--- config.mk ---
export PLATFORM = sky130hd
export DESIGN_NAME = fetch_sequencer_flat
export DESIGN_NICKNAME = d
export VERILOG_FILES = /design/src/rtl/fetch_sequencer_if.sv /design/src/rtl/fetch_sequencer.sv /design/src/flat_wrapper.sv
export SDC_FILE = /design/constraint.sdc
export NUM_CORES = 1
export LEC_CHECK = 0
export CAP_MARGIN = 25
export CORE_ASPECT_RATIO = 1.25
export CORE_MARGIN = 4
export CORE_UTILIZATION = 55
export DETAILED_ROUTE_END_ITERATION = 10
export DONT_BUFFER_PORTS = 1
export PLACE_DENSITY = 0.82
export REMOVE_ABC_BUFFERS = 1
export SLEW_MARGIN = 30
export SYNTH_ARGS = -nofsm -noshare
export SYNTH_HDL_FRONTEND = slang
export SYNTH_SLANG_ARGS = --single-unit
--- constraint.sdc ---
create_clock -name clk -period 1.9 [get_ports clk]
set_input_delay 0.38 -clock clk [delete_from_list [all_inputs] [get_ports clk]]
set_output_delay 0.38 -clock clk [all_outputs]
set_load 0.01 [all_outputs]
--- src/rtl/fetch_sequencer_if.sv ---
// rtl/fetch_sequencer_if.sv - instruction memory req/ack read bus
interface fetch_sequencer_if #(
  parameter int IR_W = 16
);
  logic            o_mem_req;
  logic [7:0]      o_mem_addr;
  logic            i_mem_ack;
  logic [IR_W-1:0] i_mem_data;

  modport master (
    output o_mem_req,
    output o_mem_addr,
    input  i_mem_ack,
    input  i_mem_data
  );

  modport slave (
    input  o_mem_req,
    input  o_mem_addr,
    output i_mem_ack,
    output i_mem_data
  );
endinterface

--- src/rtl/fetch_sequencer.sv ---
// rtl/fetch_sequencer.sv - fetch/decode sequencer driving the jump unit PC commands
module fetch_sequencer #(
  parameter int IR_W    = 16,
  parameter int TIMEOUT = 15
) (
  input  logic                clk,
  input  logic                rst,
  input  logic                i_en,
  input  logic [7:0]          i_pc,
  fetch_sequencer_if.master   mem,
  input  logic [2:0]          i_flags,
  input  logic                i_flags_we,
  output logic                o_alu_en,
  output logic [IR_W-1:0]     o_ir,
  output logic [3:0]          o_condJ,
  output logic [7:0]          o_rx,
  output logic [2:0]          o_ban,
  output logic                o_halt,
  output logic                o_fault
);

  typedef enum logic [2:0] {
    S_FETCH  = 3'd0,
    S_WAIT   = 3'd1,
    S_DECODE = 3'd2,
    S_EXEC   = 3'd3,
    S_HALT   = 3'd4,
    S_FAULT  = 3'd5
  } state_t;

  localparam logic [7:0] CNT_LAST = 8'(TIMEOUT - 1);
  localparam logic [3:0] OP_HALT  = 4'b0111;

  state_t          state, state_nxt;
  logic [IR_W-1:0] ir;
  logic [2:0]      ban;
  logic [7:0]      cnt;
  logic [3:0]      opcode;
  logic            mem_req;

  assign opcode = ir[IR_W-1 -: 4];

  always_ff @(posedge clk or posedge rst) begin
    if (rst) begin
      state <= S_FETCH;
    end else begin
      state <= state_nxt;
    end
  end

  always_comb begin
    state_nxt = state;
    case (state)
      S_FETCH:  if (i_en) state_nxt = S_WAIT;
      S_WAIT: begin
        // ack wins over timeout when both land on the same cycle
        if (mem.i_mem_ack)        state_nxt = S_DECODE;
        else if (cnt == CNT_LAST) state_nxt = S_FAULT;
      end
      S_DECODE: state_nxt = (opcode == OP_HALT) ? S_HALT : S_EXEC;
      S_EXEC:   state_nxt = S_FETCH;
      S_HALT:   state_nxt = S_HALT;
      S_FAULT:  state_nxt = S_FAULT;
      default:  state_nxt = S_FETCH;
    endcase
  end

  always_comb begin
    mem_req  = 1'b0;
    o_alu_en = 1'b0;
    o_condJ  = 4'b0000;
    o_halt   = 1'b0;
    o_fault  = 1'b0;
    case (state)
      S_WAIT: mem_req = 1'b1;
      S_EXEC: begin
        if (opcode[3]) begin
          o_condJ = opcode;
        end else begin
          o_condJ  = 4'b0001;
          o_alu_en = (opcode != 4'b0000);
        end
      end
      S_HALT:  o_halt  = 1'b1;
      S_FAULT: o_fault = 1'b1;
      default: ;
    endcase
  end

  always_ff @(posedge clk or posedge rst) begin
    if (rst) begin
      ir  <= '0;
      cnt <= '0;
    end else begin
      if (state == S_FETCH && i_en) cnt <= '0;
      else if (state == S_WAIT)     cnt <= cnt + 8'd1;
      if (state == S_WAIT && mem.i_mem_ack) ir <= mem.i_mem_data;
    end
  end

  // a jump in EXEC sees the flags latched before its edge; a same-edge write lands afterwards
  always_ff @(posedge clk or posedge rst) begin
    if (rst) begin
      ban <= 3'b000;
    end else if (i_flags_we && state != S_HALT && state != S_FAULT) begin
      ban <= {i_flags[2], i_flags[1], i_flags[0]};
    end
  end

  assign mem.o_mem_req  = mem_req;
  assign mem.o_mem_addr = mem_req ? i_pc : 8'h00;
  assign o_ir           = ir;
  assign o_rx           = ir[7:0];
  assign o_ban          = ban;

endmodule

--- src/flat_wrapper.sv ---
// flat-port wrapper written by rule: the top's interface ports become plain ports
module fetch_sequencer_flat 
#(
  parameter int IR_W    = 16,
  parameter int TIMEOUT = 15
)
  (clk, rst, i_en, i_pc, i_flags, i_flags_we, o_alu_en, o_ir, o_condJ, o_rx, o_ban, o_halt, o_fault, mem_o_mem_req, mem_o_mem_addr, mem_i_mem_ack, mem_i_mem_data);
  fetch_sequencer_if #(.IR_W(IR_W)) mem_i ();
  input  logic clk;
  input  logic rst;
  input  logic i_en;
  input  logic [7:0] i_pc;
  input  logic [2:0] i_flags;
  input  logic i_flags_we;
  output logic o_alu_en;
  output logic [IR_W-1:0] o_ir;
  output logic [3:0] o_condJ;
  output logic [7:0] o_rx;
  output logic [2:0] o_ban;
  output logic o_halt;
  output logic o_fault;
  output wire logic [$bits(mem_i.o_mem_req)-1:0] mem_o_mem_req;
  output wire logic [$bits(mem_i.o_mem_addr)-1:0] mem_o_mem_addr;
  input wire logic [$bits(mem_i.i_mem_ack)-1:0] mem_i_mem_ack;
  input wire logic [$bits(mem_i.i_mem_data)-1:0] mem_i_mem_data;
  assign mem_o_mem_req = mem_i.o_mem_req;
  assign mem_o_mem_addr = mem_i.o_mem_addr;
  assign mem_i.i_mem_ack = mem_i_mem_ack;
  assign mem_i.i_mem_data = mem_i_mem_data;
  fetch_sequencer #(.IR_W(IR_W), .TIMEOUT(TIMEOUT)) u_core (.clk(clk), .rst(rst), .i_en(i_en), .i_pc(i_pc), .mem(mem_i), .i_flags(i_flags), .i_flags_we(i_flags_we), .o_alu_en(o_alu_en), .o_ir(o_ir), .o_condJ(o_condJ), .o_rx(o_rx), .o_ban(o_ban), .o_halt(o_halt), .o_fault(o_fault));
endmodule
* Word level (Yosys, flattened, before mapping)
Index checks and enable logic that the tools add are counted.
** Word-level totals
- Register bits :: 30
- Latch bits :: 0
- RAM bits :: 0
- Memory bits (read-only) :: 0
- Memories :: 0
** Operators by class
- Add/subtract/negate cells :: 1
- $mul :: 0
- Divide/modulo/power cells :: 0
- Order comparisons :: 0
- Equal/unequal tests :: 11
- Shift operators :: 0
- Mux-type cells :: 15
- Bitwise gates (word level) :: 0
- Reduce and logical (&&, ||, !) cells :: 8
** Operators with widths (number)
- 2-to-1 mux 8 bit :: 3
- one-hot mux 3 bit (5 select lines) :: 1
- 2-to-1 mux 3 bit :: 4
- adder 8 x 1 -> 8 bit (second input constant) :: 1
- equality test 8 x 4 -> 1 bit (second input constant) :: 1
- 2-to-1 mux 4 bit :: 2
- equality test 3 x 2 -> 1 bit (second input constant) :: 2
- equality test 3 bit (second input constant) :: 2
- != test 3 bit (second input constant) :: 2
- 2-to-1 mux 1 bit :: 5
- equality test 4 x 3 -> 1 bit (second input constant) :: 1
- logical AND 1 bit :: 4
- nonzero test 4 bit :: 1
- equality test 3 x 1 -> 1 bit (second input constant) :: 1
- logical NOT 3 bit :: 1
- != test 3 x 2 -> 1 bit (second input constant) :: 1
- != test 2 bit (second input constant) :: 1
- AND reduction 2 bit :: 1
- nonzero test 2 bit :: 1

* Longest topological paths before layout
Gate-level depths: netlist (run 1).
- Depth after elaboration :: 4
- Depth in mapped cells :: 7
- Mapped depth without buffers :: 5

* Worst setup path before layout (run 1)
No wires, ideal clock.
- Path type :: reg-to-output
- Start point :: register u_core.state[2]
- End point :: output mem_o_mem_addr[0]
- Arrival time :: 1.575 ns
- Data required time :: 1.520 ns
- Slack :: -0.055 ns
- Cell stages (with the launch flop) :: 7
- Path buffers :: 3
- Path through :: dfrtp_1 -> buf_6 -> or3b_1 -> buf_2 -> inv_1 -> clkbuf_1 -> and2_1
** Between the ends
- Cells in the longest elaborated chain, start to end :: 3
** Ends and longest elaborated chain
- start, declared :: line fetch_sequencer.sv:34 : state_t state, state_nxt;
- start signal, assigned :: line fetch_sequencer.sv:47 : state <= state_nxt;
- equality test 3 x 1 -> 1 bit :: line fetch_sequencer.sv:74 : case (state)
- 2-to-1 mux 1 bit :: line fetch_sequencer.sv:74
- via mem_o_mem_req :: line flat_wrapper.sv:22 : output wire logic [$bits(mem_i.o_mem_req)-1:0] mem_o_mem_req;
- 2-to-1 mux 8 bit :: line fetch_sequencer.sv:111 : assign mem.o_mem_addr = mem_req ? i_pc : 8'h00;
- end, declared :: line flat_wrapper.sv:23 : output wire logic [$bits(mem_i.o_mem_addr)-1:0] mem_o_mem_addr;
The timed path passes the listed nets, and every way through them passes these cells.

* Worst setup path in the final report (run 1)
- Start point :: register u_core.state[2]
- End point :: output mem_o_mem_addr[7]
** Between the ends
- Cells in the longest elaborated chain, start to end :: 3
** Ends and longest elaborated chain (line)
- equality test 3 x 1 -> 1 bit :: fetch_sequencer.sv:74
- 2-to-1 mux 1 bit :: fetch_sequencer.sv:74
- 2-to-1 mux 8 bit :: fetch_sequencer.sv:111
Every way passes these cells.

==> impl_metrics.toml, run 1 <==
[clock_tree]
clkSlewWorstSetupHoldPaths_ps = 100
clock_path_buffers = 2
tritoncts = "yes"
cts_num_sinks = 30
cts_buffers = 5
clk_latency_ps = 340
cts-root-buf = "clkbuf_4"
ctsHtreeMaxLevel = 2

[placement]
io_buffers = 0
dp_hpwl_um = 2420
finalWeightedCongestion = 0.744
placed_cell_area_um2 = 1550

[timing]
finalSetupTns_ps = 0
timing.fmax_ghz = 0.536
setup_violations = 0
drv_slew = 0
finalClockSkew_ps = 7.46
relSlewSlack = 0.754
holdWs_ps = 192
hold_viol = 0
worstMarginPinSlew_ps = 370
post-route-period-util = 0.981
fin_crit_ps = 1860
rsz0062_at_grt = "true"

[critical_path]
critPathRequiredTime_ps = 1520
slowest_stage = "dfrtp_1"
path_class = "reg -> out"
worstPathCellList = "or3b_1, buf_6, inv_8, and2_4"
crit_fanout = 10
start_kind = "register"
worst_setup_path_end_kind = "primary output"
crit_arrival_ps = 1480
max_stage_delay_ps = 390

[drt]
first_iter_violations = 15
drt-vias-per-instance = 6.03
ant_nets = 0
drc = 0
first_pass_iters = 4
routedWlPerCell_um = 18.1
wirelength_um = 3250
vias = 1086

[logic_synthesis]
synthTopCellsByArea = "dfrtp_1, mux2_2, buf_4, and2_1, a21oi_1"
synth-edff-count = 0
synth_largest_area_cell = "dfrtp_1"
synthesis.area_um2 = 1540
ys_types = 33
synth_seq_area_share = 0.487
async_reset_ff_frac = 1.00
syn-instance-count = 142
synth_ff_type = "dfrtp_1"
synth_common_cells = "dfrtp_1, mux2_2, buf_4"
ys_ff_latch = 30
netlist.area_leader.share = 0.487
synth.yosys.warnings = 0
avgSynthCellArea_um2 = 10.8
yosysMostFrequentCell = "dfrtp_1"

[grt]
grt_pass1_wl_um = 5130
grt_pass1_vias = 1087
antenna_found_initial = 0
track_usage = 0.181
grt_start_max_net_pins = 31
gr-total-overflow = 0

[floorplanning]
die-area_um2 = 3720
initial_core_util = 0.575
io_pins = 75
die_x_um = 55.3
rows = 21
core_area_um2 = 2680
die_h_um = 67.2

[outcome]
status = "completed"

[cells_and_area]
fin_nets = 179
diodes = 0
design_area_um2 = 1690
fin_util = 0.632
area_growth_pct = 9.99
drive_above_1_share = 0.356

[pwr]
max-vdd-ir-drop_mv = 0.862
p_per_area_nw_per_um2 = 1600
p_leak_nw = 0.720

[job]
drv_cap = 0

[worst_hold_path]
min_path_type = "in -> reg"
worst max-delay path, delay by kind of cell (launching register included):
kind                   cells  cell delay [ps]
buffers and inverters      2              220
DFF                        1              390
and+or+nand+nor            2              550
final timing paths:
path	from	to	slack, ps	depth (start not counted)
worst max-delay path	u_core.state[2]	mem_o_mem_addr[7]	40	4
worst min-delay path	mem_i_mem_data[5]	u_core.o_ir[5]	190	1
worst max register to register	u_core.state[2]	u_core.cnt[5]	60	5
worst min register to register	u_core.cnt[7]	u_core.cnt[7]	590	2
max in group asynchronous	rst	u_core.o_ir[6]	1070	3
min in group asynchronous	rst	u_core.cnt[0]	560	3
cells in the final DEF, fill, tap and decap left out, types with 2 or more instances in the layout:
cell type / synthesis / routed
and3_1: 2 / 2
o21ai_0: 4 / 4
ha_1: 2 / 2
o31ai_1: 3 / 3
nand4_1: 2 / 2
clkbuf_4: 0 / 5
nand3_1: 5 / 5
a21oi_2: 0 / 2
a21oi_1: 8 / 6
or3_1: 3 / 3
nand2b_1: 2 / 2
buf_6: 2 / 3
inv_1: 7 / 6
mux2_2: 18 / 18
a211oi_1: 3 / 3
nand2_1: 5 / 5
buf_4: 10 / 6
or4_1: 3 / 2
and2_4: 0 / 8
nor2_1: 8 / 8
dfrtp_1: 30 / 30
report_power, final:
group          switching [mW]  internal [mW]
registers               0.414          0.905
clock network           0.230          0.178
logic                   0.484          0.499
total                    1.13           1.58
state kept, by name, indices dropped and copies added (netlist names):
signal        flops
u_core.o_ir      16
u_core.state      3
u_core.o_ban      3
u_core.cnt        8
cells by family after synthesis:
kind of cell	after synthesis	synth area share
flops	30	0.487
fa+ha+maj	2	0.0162
simple gates	48	0.185
buf+inv	22	0.0894
mux	19	0.138
compound gates	21	0.0837
per-layer routing:
metal  vias up  track usage  share of wire
met1       537        0.185           0.36
met2        37        0.324           0.56
li1        504            -              -
met4         0       0.0912          0.021
met5         -            0              0
met3         8       0.0688          0.054
through the flow:
| stage | worst slack, ps | std cells | power [mW] |
|---|---|---|---|
| CTS | -7.28 | 180 | 2.67 |
| finish | 35.7 | 180 | 2.71 |
| global placement | 255 | 170 | 2.14 |
| floorplan | 13.5 | 127 | 1.89 |
| detailed placement | 195 | 170 | 2.21 |
| global route | -32.2 | 180 | 2.90 |
final cells by class:
class,count,area [µm²]
repair buffers,11,109
multi-input cells,90,694
fillers,218,986
well taps,34,42.5
clock buffers,6,51.3
inverters,7,33.8
clock inverters,2,12.5
flip-flops and latches,30,751
timing repair:
item | in CTS | in global routing
pin swaps | 0 | 2
hold buffers | 1 | 0
gates cloned | 0 | 0
buffers inserted | 1 | 0
setup endpoints to repair | 10 | 11
hold endpoints to repair | 30 | 0
resized for setup | 8 | 12
(Power assumes the default switching activity.)
==> run 2: changes to the inputs <==
Settings changed: PLACE_DENSITY 0.82 to 0.79.
Clock period 1.9 ns to 2.37 ns, I/O delays scaled along.
==> run 2 against run 1 <==
Compared with the run above:
- sequential share of layout area is 3.6 points higher
- register-to-register slack better by 370 ps
- worst setup slack gained 150 ps
- sequential cell count did not move
- critical path depth shrank 1
- total power is 26% lower
- global-route usage decreased by 2.1 points
- first-iteration DRC count grew 150%
- clock skew fell by 5.7 ps
- non-clock buffer count shrank 7
- critical endpoint is now mem_o_mem_addr[6]
- largest power group unchanged
==> impl_metrics.toml, run 2 (synthesis gave the netlist of run 1 again) <==
[grt]
antenna_found_initial = 0
grt_pass1_wl_um = 4500
track_usage = 0.160
top_usage_layer = "met2"
use_met1 = 0.171
use_met3 = 0.0535
grt_use_met2 = 0.271
gr-total-overflow = 0
grt_start_max_net_pins = 31
grt_pass1_vias = 968

[clock_tree]
ctsHtreeMaxLevel = 2
clk_latency_ps = 340
cts_num_sinks = 30
cts_buffers = 5
clock_path_buffers = 2
tritoncts = "yes"
clkSlewWorstSetupHoldPaths_ps = 90
cts-root-buf = "clkbuf_4"
hold_buffers = 0

[pwr]
p_per_area_nw_per_um2 = 1290
max-vdd-ir-drop_mv = 0.656
finalPower_mw = 2.01
p_leak_nw = 0.663

[timing]
post-route-period-util = 0.923
rsz0062_at_grt = "false"
drv_slew = 0
fin_crit_ps = 2190
hold_viol = 0
finalSetupTns_ps = 0
timing.fmax_ghz = 0.457
relSlewSlack = 0.482
timing.final.ws_setup_ps = 184
setup_violations = 0
finalClockSkew_ps = 1.74
worstMarginPinSlew_ps = 775
holdWs_ps = 79.2

[critical_path]
start_kind = "register"
critPathRequiredTime_ps = 1900
crit_fanout = 13
path_class = "reg -> out"
worst_setup_path_end_kind = "primary output"
crit_arrival_ps = 1710

[drt]
drc = 0
first_pass_iters = 4
ant_nets = 0
wirelength_um = 3080
vias = 1057
drt-vias-per-instance = 6.11
routedWlPerCell_um = 17.8
first_iter_violations = 37

[placement]
io_buffers = 0
finalWeightedCongestion = 0.769
dpl_worst_slack_ps = 469
placed_cells = 165
placed_cell_area_um2 = 1500
dp_hpwl_um = 2350

[cells_and_area]
design_area_um2 = 1570
final_common_cell = "dfrtp_1"
area_growth_pct = 1.62
fin_util = 0.584
fin_nets = 172
fillers = 222
diodes = 0
drive_above_1_share = 0.245
largest_reg_flops = 16
final_cell_mix = "dfrtp_1, mux2_2, and2_1"
layout.cells.non_filler = 173

[floorplanning]
die-area_um2 = 3720
io_pins = 75
rows = 21
die_h_um = 67.2
core_area_um2 = 2680
die_x_um = 55.3
initial_core_util = 0.575

[outcome]
status = "completed"

[worst_hold_path]
min_path_type = "in -> async"

[job]
drv_cap = 0
==> run 2: cell types whose count changed in the layout (fill, tap and decap cells not counted), moves of 2 or more <==
| cell | delta |
|---|---|
| buf_4 | -2 |
| a21oi_1 | +2 |
| buf_6 | -3 |
| and2_1 | +8 |
| a21oi_2 | -2 |
| and2_4 | -8 |
==> run 2: worst paths after layout <==
path                               startpoint                 to  slack, ps  cells after the start
setup / recovery              u_core.state[0]  mem_o_mem_addr[6]        180                      3
hold / removal                            rst     u_core.o_ir[7]         80                      2
setup reg to reg              u_core.state[0]      u_core.cnt[7]        430                      4
hold reg to reg                 u_core.cnt[5]      u_core.cnt[5]        580                      2
max in group asynchronous                 rst    u_core.state[1]       2020                      2
min in group clk           mem_i_mem_data[10]    u_core.o_ir[10]        280                      1
==> run 2: where the power goes <==
part           leakage, nW  switching (mW)  total [mW]  internal [mW]
clock network       0.0343           0.182       0.324          0.142
registers            0.372           0.351        1.08          0.725
logic                0.256           0.312       0.612          0.300
==> run 2: worst max-delay path, stage by stage (launching register included) <==
cell and delay [ps]:
dfrtp_1 510, or3b_1 480, inv_2 180, and2_1 210
==> run 2: metal layers <==
metal  share of wire  routed length (µm)
met2            0.54                1680
met4           0.030                  92
met1            0.37                1130
met3           0.060                 185
met5               0                   0
==> run 2: area by class of cell <==
class	count	area, µm²	share of cell area
Sequential cell	30	751	0.480
Multi-Input combinational cell	90	652	0.416
Clock buffer	6	51.3	0.0328
Tap cell	34	42.5	0.0272
Timing Repair Buffer	4	30.0	0.0192
Inverter	7	26.3	0.0168
Clock inverter	2	12.5	0.00799
==> run 2: timing repair <==
| item | in CTS | in global routing |
|---|---|---|
| gates resized for setup | 0 | 1 |
| setup buffers | 0 | 0 |
| setup endpoints to repair | 0 | 8 |
| hold endpoints to repair | 0 | 0 |
